--- config.mk ---
export PLATFORM = sky130hd
export DESIGN_NAME = instruction_fetch
export DESIGN_NICKNAME = d
export VERILOG_FILES = /design/src/rtl/instruction_fetch.sv
export SDC_FILE = /design/constraint.sdc
export NUM_CORES = 1
export LEC_CHECK = 0
export ABC_CLOCK_PERIOD_IN_PS = 4700
export CAP_MARGIN = 15
export CORE_MARGIN = 5
export CORE_UTILIZATION = 45
export DETAILED_ROUTE_END_ITERATION = 10
export PLACE_DENSITY = 0.85
export SYNTH_ARGS = -nofsm -noshare
export SYNTH_HDL_FRONTEND = slang
export SYNTH_SLANG_ARGS = --single-unit
--- constraint.sdc ---
create_clock -name clk -period 4.7 [get_ports clk]
set_input_delay 0.94 -clock clk [delete_from_list [all_inputs] [get_ports clk]]
set_output_delay 0.94 -clock clk [all_outputs]
set_load 0.02 [all_outputs]
--- src/rtl/instruction_fetch.sv ---
// -----------------------------------------------------------------------------
// instruction_fetch
//
// Fetch stage feeding instruction_decoder. Owns the program counter and issues
// one word read at a time to instruction memory over a req/ready handshake.
// The returned word is held in the instruction register (instruction_set) for
// the decoder. Taken B/BL branches reported back from decode/execute redirect
// the fetch PC, and a BL also produces the R14 link value and a write strobe.
//
// Ports
//   clk, rst          : clock, asynchronous active-high reset
//   imem_req          : read request, high only in FETCH and never during reset
//   imem_addr         : word-aligned read address (the fetch PC)
//   imem_ready        : memory response, imem_rdata valid in the same cycle
//   imem_rdata        : instruction word from memory
//   stall             : downstream cannot take the current instruction
//   branch_taken      : current instruction is a taken B/BL
//   branch_link       : the taken branch is a BL
//   branch_offset     : raw 24-bit branch offset field
//   instruction_set   : instruction register to the decoder
//   instr_valid       : instruction_set holds a live instruction
//   pc_out            : address of the instruction in instruction_set
//   link_addr         : BL return address (branch address + 4)
//   link_we           : one-cycle R14 write strobe after a taken BL
// -----------------------------------------------------------------------------
module instruction_fetch #(
  parameter logic [31:0] RESET_PC = 32'h0000_0000
) (
  input  logic        clk,
  input  logic        rst,
  output logic        imem_req,
  output logic [31:0] imem_addr,
  input  logic        imem_ready,
  input  logic [31:0] imem_rdata,
  input  logic        stall,
  input  logic        branch_taken,
  input  logic        branch_link,
  input  logic [23:0] branch_offset,
  output logic [31:0] instruction_set,
  output logic        instr_valid,
  output logic [31:0] pc_out,
  output logic [31:0] link_addr,
  output logic        link_we
);

  localparam logic S_FETCH = 1'b0;
  localparam logic S_ISSUE = 1'b1;

  logic        state_q,       state_d;
  logic [31:0] fetch_pc_q,    fetch_pc_d;
  logic [31:0] instr_q,       instr_d;
  logic [31:0] pc_out_q,      pc_out_d;
  logic        instr_valid_q, instr_valid_d;
  logic [31:0] link_addr_q,   link_addr_d;
  logic        link_we_q,     link_we_d;

  // Word displacement: sign-extend the 24-bit field and scale by 4, so the
  // target keeps bits [1:0] clear as long as pc_out is word aligned.
  logic [31:0] branch_disp;
  assign branch_disp = {{6{branch_offset[23]}}, branch_offset, 2'b00};

  // Gated with rst so the request drops the instant reset rises, abandoning
  // any in-flight read, rather than waiting for the state register.
  assign imem_req  = (state_q == S_FETCH) && !rst;
  assign imem_addr = fetch_pc_q;

  always_comb begin
    // NOTE: every next-state signal gets its hold value first so no path
    // through the branches below leaves one unassigned (no latches).
    state_d       = state_q;
    fetch_pc_d    = fetch_pc_q;
    instr_d       = instr_q;
    pc_out_d      = pc_out_q;
    instr_valid_d = instr_valid_q;
    link_addr_d   = link_addr_q;
    link_we_d     = 1'b0;  // strobe, only ever high for one cycle

    if (state_q == S_FETCH) begin
      // Branch/stall inputs are meaningless here: nothing live to act on.
      if (imem_ready) begin
        instr_d       = imem_rdata;
        pc_out_d      = fetch_pc_q;
        fetch_pc_d    = fetch_pc_q + 32'd4;
        instr_valid_d = 1'b1;
        state_d       = S_ISSUE;
      end
    end else begin
      // ISSUE: a branch outranks a stall, since the branch consumes the
      // instruction and nothing on the sequential path may be presented.
      if (branch_taken) begin
        fetch_pc_d    = pc_out_q + 32'd8 + branch_disp;
        instr_valid_d = 1'b0;
        state_d       = S_FETCH;
        if (branch_link) begin
          link_addr_d = pc_out_q + 32'd4;
          link_we_d   = 1'b1;
        end
      end else if (!stall) begin
        // fetch_pc already points past this instruction.
        instr_valid_d = 1'b0;
        state_d       = S_FETCH;
      end
    end
  end

  // NOTE: sequential state uses non-blocking assignments only, so every
  // register samples the pre-edge values regardless of statement order.
  always_ff @(posedge clk or posedge rst) begin
    if (rst) begin
      state_q       <= S_FETCH;
      fetch_pc_q    <= RESET_PC;
      instr_q       <= 32'h0;
      pc_out_q      <= 32'h0;
      instr_valid_q <= 1'b0;
      link_addr_q   <= 32'h0;
      link_we_q     <= 1'b0;
    end else begin
      state_q       <= state_d;
      fetch_pc_q    <= fetch_pc_d;
      instr_q       <= instr_d;
      pc_out_q      <= pc_out_d;
      instr_valid_q <= instr_valid_d;
      link_addr_q   <= link_addr_d;
      link_we_q     <= link_we_d;
    end
  end

  assign instruction_set = instr_q;
  assign pc_out          = pc_out_q;
  assign instr_valid     = instr_valid_q;
  assign link_addr       = link_addr_q;
  assign link_we         = link_we_q;

endmodule

==> impl_metrics.yaml, run 1 <==
finish:
  area_delta_synth_final_pct: 34.22
  fin_nets: 1231
  layout-drive-gt1-share: 0.06328
  multiInputGateArea_mm2: 0.004512
  final_common_cell: "nand2_1"
  fillers: 1464
  regArea_mm2: 0.003278
  layout_common_cells: "nand2_1, clkdlybuf4s50_1, dfrtp_1, o21ai_0, ha_1"
  diodes: 0
  fin_util: 0.6188
drt:
  wl_per_cell_um: 18.22
  routed_wl_um: 24540
  drt-initial-drc-count: 555
  dr.pass1.iters: 5
  drc: 0
  vias: 7631
  ant_nets: 0
  routed_via_density: 5.665
timing:
  setup_viol: 0
  finClkSkew_ns: 0.01450
  rsz0062_at_grt: "no"
  whs_ns: 0.4732
  hold_violations: 0
  worst_pin_slew_ns: 1.047
  fmax_mhz: 274.8
  fin_crit_ns: 3.639
  maxSlewHeadroom: 0.2995
  report.final.slew_viol_count: 0
  fin_setup_tns_ns: 0
  final.period_utilization: 0.7743
synth:
  synth_area_per_cell_um2: 8.596
  syn-instance-count: 934
  ys.flop_type: "dfrtp_1"
  async_flop_share: 1.000
  synth_cell_types: 72
  ys_seq_elements: 131
  seq_area_frac_synth: 0.4083
  synth_nets: 1056
  syn_area_mm2: 0.008029
  yosysWarnings: 0
  synth_edf_count: 0
floorplan:
  die_w_um: 143.6
  die_h_um: 143.6
  initial_core_util: 0.4610
  rows: 48
  io_pins: 193
  die-area_mm2: 0.02061
  core_mm2: 0.01742
pwr:
  peakVddDrop_v: 0.0003634
  totalPowerFinal_mw: 6.878
  leakagePower_nw: 4.871
  power.density_mw_per_mm2: 638.2
clock_tree:
  post-cts-setup-buffers: 0
  clk_latency_ns: 0.43
  cts_root_buf: "clkbuf_16"
  clkSinkCount: 131
  cts_buffer_depth: 2
  clk_pin_slew_ns: 0.06
  cts_tree: "done"
  htreeDepth: 4
  cts_hold_buf: 0
  cts_resized: 0
  cts_buffers: 17
critical_path:
  crit_type: "input port to register"
  crit_fanout: 3
  crit_arrival_ns: 3.90
  crit_chain: "clkdlybuf4s50_1, inv_1, ha_1, inv_1, ha_1, fa_1, a21oi_1, o21ai_0, a22oi_1, a21oi_1, o21ai_0, mux2i_1, o221ai_1"
  crit_path_max_incr_delay_ns: 0.45
  cp.required_ns: 4.96
  start_kind: "input port"
  cpMaxStageDelayCell: "clkdlybuf4s50_1"
  end_kind: "register"
  r2r_setup_slack_ns: 1.56
global_routing:
  gr-total-overflow: 0
  antenna_found_initial: 0
  grt_pass1_wl_um: 39360
  grt_usage: 0.2393
  grt_pass1_vias: 7598
  grt_max_degree: 73
flow_run:
  maxCapViolCount: 0
place:
  dp_hpwl_um: 17770
  gp_congestion: 0.9633
  portBuffers: 192
worst_hold_path:
  hold_class: "register to register"
run_status:
  status: "complete, no violations"
cells in the mapped netlist (13+ instances only):
library cell / n / area [um2]
nand2_1: 270 / 1013
dfrtp_1: 131 / 3278
o21ai_0: 60 / 300.3
ha_1: 59 / 738.2
a21oi_1: 43 / 215.2
nor2_1: 42 / 157.7
clkbuf_1: 32 / 120.1
xor2_1: 30 / 262.8
xnor2_1: 27 / 236.5
nand3_1: 20 / 100.1
inv_1: 18 / 67.56
nand4_1: 18 / 112.6
and3_1: 17 / 106.4
a21o_1: 13 / 97.59
metrics by stage:
step | cell area [um2] | setup WS [ns] | cells
after floorplan | 8029 | 0.2623 | 934
after global placement | 10140 | 0.7320 | 1315
after detailed placement | 10140 | 0.6851 | 1315
after CTS | 10780 | 1.103 | 1347
after global routing | 10780 | 0.9265 | 1347
final | 10780 | 1.061 | 1347
worst max-delay path: cells and delay by family:
kind / cells / cell delay, ns
AO/OA/AOI/OAI: 6 / 1.29
adder cells (fa/ha/maj): 3 / 0.92
buffers and inverters: 3 / 0.53
multiplexers: 1 / 0.22
worst paths after layout:
check	start	endpoint	cells after the start
setup / recovery	branch_offset[1]	imem_addr[31]	13
hold / removal	instruction_set[31]	instruction_set[31]	2
max in group asynchronous	rst	imem_addr[14]	3
hold reg to reg	instruction_set[31]	instruction_set[31]	2
min in group asynchronous	rst	instruction_set[2]	2
setup reg to reg	pc_out[3]	imem_addr[31]	12
per-layer routing:
metal	up-vias	GRT usage	part of all wire
met5	-	0	0
li1	3615	-	-
met1	3654	0.3155	0.42
met3	51	0.04825	0.074
met2	311	0.3943	0.48
met4	0	0.08276	0.027
registers in the layout, summed over array words and instances (netlist names):
| name | cells |
|---|---|
| pc_out | 32 |
| instruction_set | 32 |
| link_we | 1 |
| instr_valid | 1 |
| imem_addr | 32 |
| link_addr | 32 |
| state_q | 1 |
cell type report:
type	count	share of cell area
Clock inverter	14	0.01869
Inverter	18	0.006502
Timing Repair Buffer	200	0.1851
Tap cell	225	0.02612
Multi-Input combinational cell	741	0.4187
Sequential cell	131	0.3042
Clock buffer	18	0.04075
power by group:
| group | internal, mW | switching [mW] |
|---|---|---|
| logic | 1.52 | 1.89 |
| registers | 1.50 | 0.535 |
| clock network | 0.908 | 0.528 |
| total | 3.93 | 2.95 |
kinds of logic (layout without fill, tap and decap cells):
| kind of cell | count (synthesis) | count (layout) | share of synthesized area |
|---|---|---|---|
| AND/OR/NAND/NOR | 421 | 421 | 0.2364 |
| AO/OA/AOI/OAI | 192 | 192 | 0.1527 |
| flip-flops | 131 | 131 | 0.4083 |
| buffers and inverters | 62 | 250 | 0.03132 |
| adder cells (fa/ha/maj) | 60 | 60 | 0.09444 |
| XOR/XNOR | 57 | 57 | 0.06218 |
| multiplexers | 11 | 11 | 0.01465 |
No activity file was read; power rests on OpenSTA's default activity.
==> run 2, diff against run 1 <==
ABC_CLOCK_PERIOD_IN_PS = 3100   (was 4700)
PLACE_DENSITY = 0.87   (was 0.85)
clock period = 3.1 ns   (was 4.7 ns; I/O delays follow)
==> run 2 against run 1 <==
  * Wire length grew 5.9%
  * Non-clock buffer count grew 94
  * Sequential cell count is the same
  * Highest routed layer unchanged
==> impl_metrics.yaml, run 2 (synthesis gave the netlist of run 1 again) <==
timing:
  finClkSkew_ns: 0.009062
  setup_viol: 0
  report.final.slew_viol_count: 0
  setup_slack_ns: 0.02801
  fmax_mhz: 325.5
  maxSlewHeadroom: 0.5410
  whs_ns: 0.4713
  worst_pin_slew_ns: 0.6885
  final.period_utilization: 0.9910
  hold_violations: 0
  fin_crit_ns: 3.072
drt:
  routed_via_density: 5.568
  drc: 0
  drt-initial-drc-count: 849
  ant_nets: 0
  routed_wl_um: 25980
  dr.pass1.iters: 6
  wl_per_cell_um: 18.04
  vias: 8018
flow_run:
  maxCapViolCount: 0
finish:
  area_delta_synth_final_pct: 43.99
  fin_nets: 1325
  final_common_cell: "nand2_1"
  layout_common_cells: "nand2_1, clkdlybuf4s50_1, dfrtp_1, buf_4, ha_1"
  diodes: 0
  layout-drive-gt1-share: 0.1457
floorplan:
  die_w_um: 143.6
  die_h_um: 143.6
  core_mm2: 0.01742
  rows: 48
  io_pins: 193
  die-area_mm2: 0.02061
  initial_core_util: 0.4610
global_routing:
  grt_pass1_vias: 7994
  grt_pass1_wl_um: 40480
  grt_usage: 0.2473
  antenna_found_initial: 0
  grt_max_degree: 53
  gr-total-overflow: 0
critical_path:
  crit_family: "compound AO/OA/AOI/OAI gates"
  path_buf_inv: 2
  path_common_cell: "ha_1"
  start_kind: "input port"
  crit_arrival_ns: 3.38
  end_kind: "register"
  crit_fanout: 3
  cp.required_ns: 3.41
  crit_path_max_incr_delay_ns: 0.42
  crit_type: "input port to register"
  crit_chain: "clkdlybuf4s50_1, ha_1, ha_1, buf_4, o211ai_1, o211a_1, or2_2, a211oi_1, o21ai_1, o311ai_1"
  cpMaxStageDelayCell: "clkdlybuf4s50_1"
place:
  gp_congestion: 0.9211
  portBuffers: 192
  dp_slack_ns: -0.6614
  dp_hpwl_um: 18990
pwr:
  leakagePower_nw: 5.332
  peakVddDrop_v: 0.0005386
  power.density_mw_per_mm2: 979.2
clock_tree:
  cts_hold_buf: 0
  clk_pin_slew_ns: 0.06
  cts_buffers: 17
  clk_latency_ns: 0.42
  cts_root_buf: "clkbuf_16"
  cts_tree: "done"
  htreeDepth: 4
  cts_buffer_depth: 2
  clkSinkCount: 131
run_status:
  status: "complete, no violations"
worst_hold_path:
  hold_class: "register to register"
[run 2: worst paths after layout]
kind	from	endpoint	slack [ns]	cells after the start
max in group asynchronous	rst	pc_out[14]	1.82	3
worst min register to register	instruction_set[2]	instruction_set[2]	0.47	2
min in group asynchronous	rst	instruction_set[2]	0.71	3
worst max register to register	pc_out[7]	imem_addr[30]	0.28	9
worst min-delay path	instruction_set[2]	instruction_set[2]	0.47	2
worst max-delay path	branch_offset[5]	imem_addr[30]	0.03	10
[run 2: repair_timing]
item,CTS,global route
hold endpoints to repair,0,0
setup buffers,0,2
endpoints found under the setup margin,8,12
gates resized for setup,3,22
pin swaps,2,14
[run 2: area by class of cell]
cell class	instances	area (um2)
clock buffers	22	484.2
clock inverters	9	127.6
fillers	1340	5856
inverters	18	71.32
multi-input cells	741	4612
flip-flops and latches	131	3278
well taps	225	281.5
repair buffers	294	2706
[run 2: routing by layer]
layer / global-route usage / vias to the layer above / routed length [um]
li1: - / 3791 / -
met1: 0.3201 / 3772 / 10790
met2: 0.4051 / 391 / 12420
met3: 0.04626 / 64 / 1966
met4: 0.1095 / 0 / 798
met5: 0 / - / 0
[run 2: power breakdown]
part	leakage, nW	switching, mW	internal (mW)
sequential	1.60	0.747	2.28
clock	0.294	0.753	1.34
combinational	3.44	3.23	2.98
[run 2: worst reg2reg max path: cells and delay by family, from the launching register on]
family / cells / cell delay, ns
compound gates: 5 / 1.22
fa+ha+maj: 2 / 0.61
flops: 1 / 0.40
simple gates: 1 / 0.35
buf+inv: 1 / 0.14
[run 2: per-stage QoR]
stage,utilization,instance area (um2),std cells,total power [mW],setup TNS (ns)
2_1_floorplan,-,8033,934,6.054,0
3_3_place_gp,0.6217,10830,1407,8.804,-6.170
3_5_place_dp,0.6217,10830,1407,8.941,-7.592
4_1_cts,0.6574,11450,1438,11.13,0
5_1_grt,0.6638,11560,1440,12.00,-0.01199
6_report,0.6638,11560,1440,11.32,0
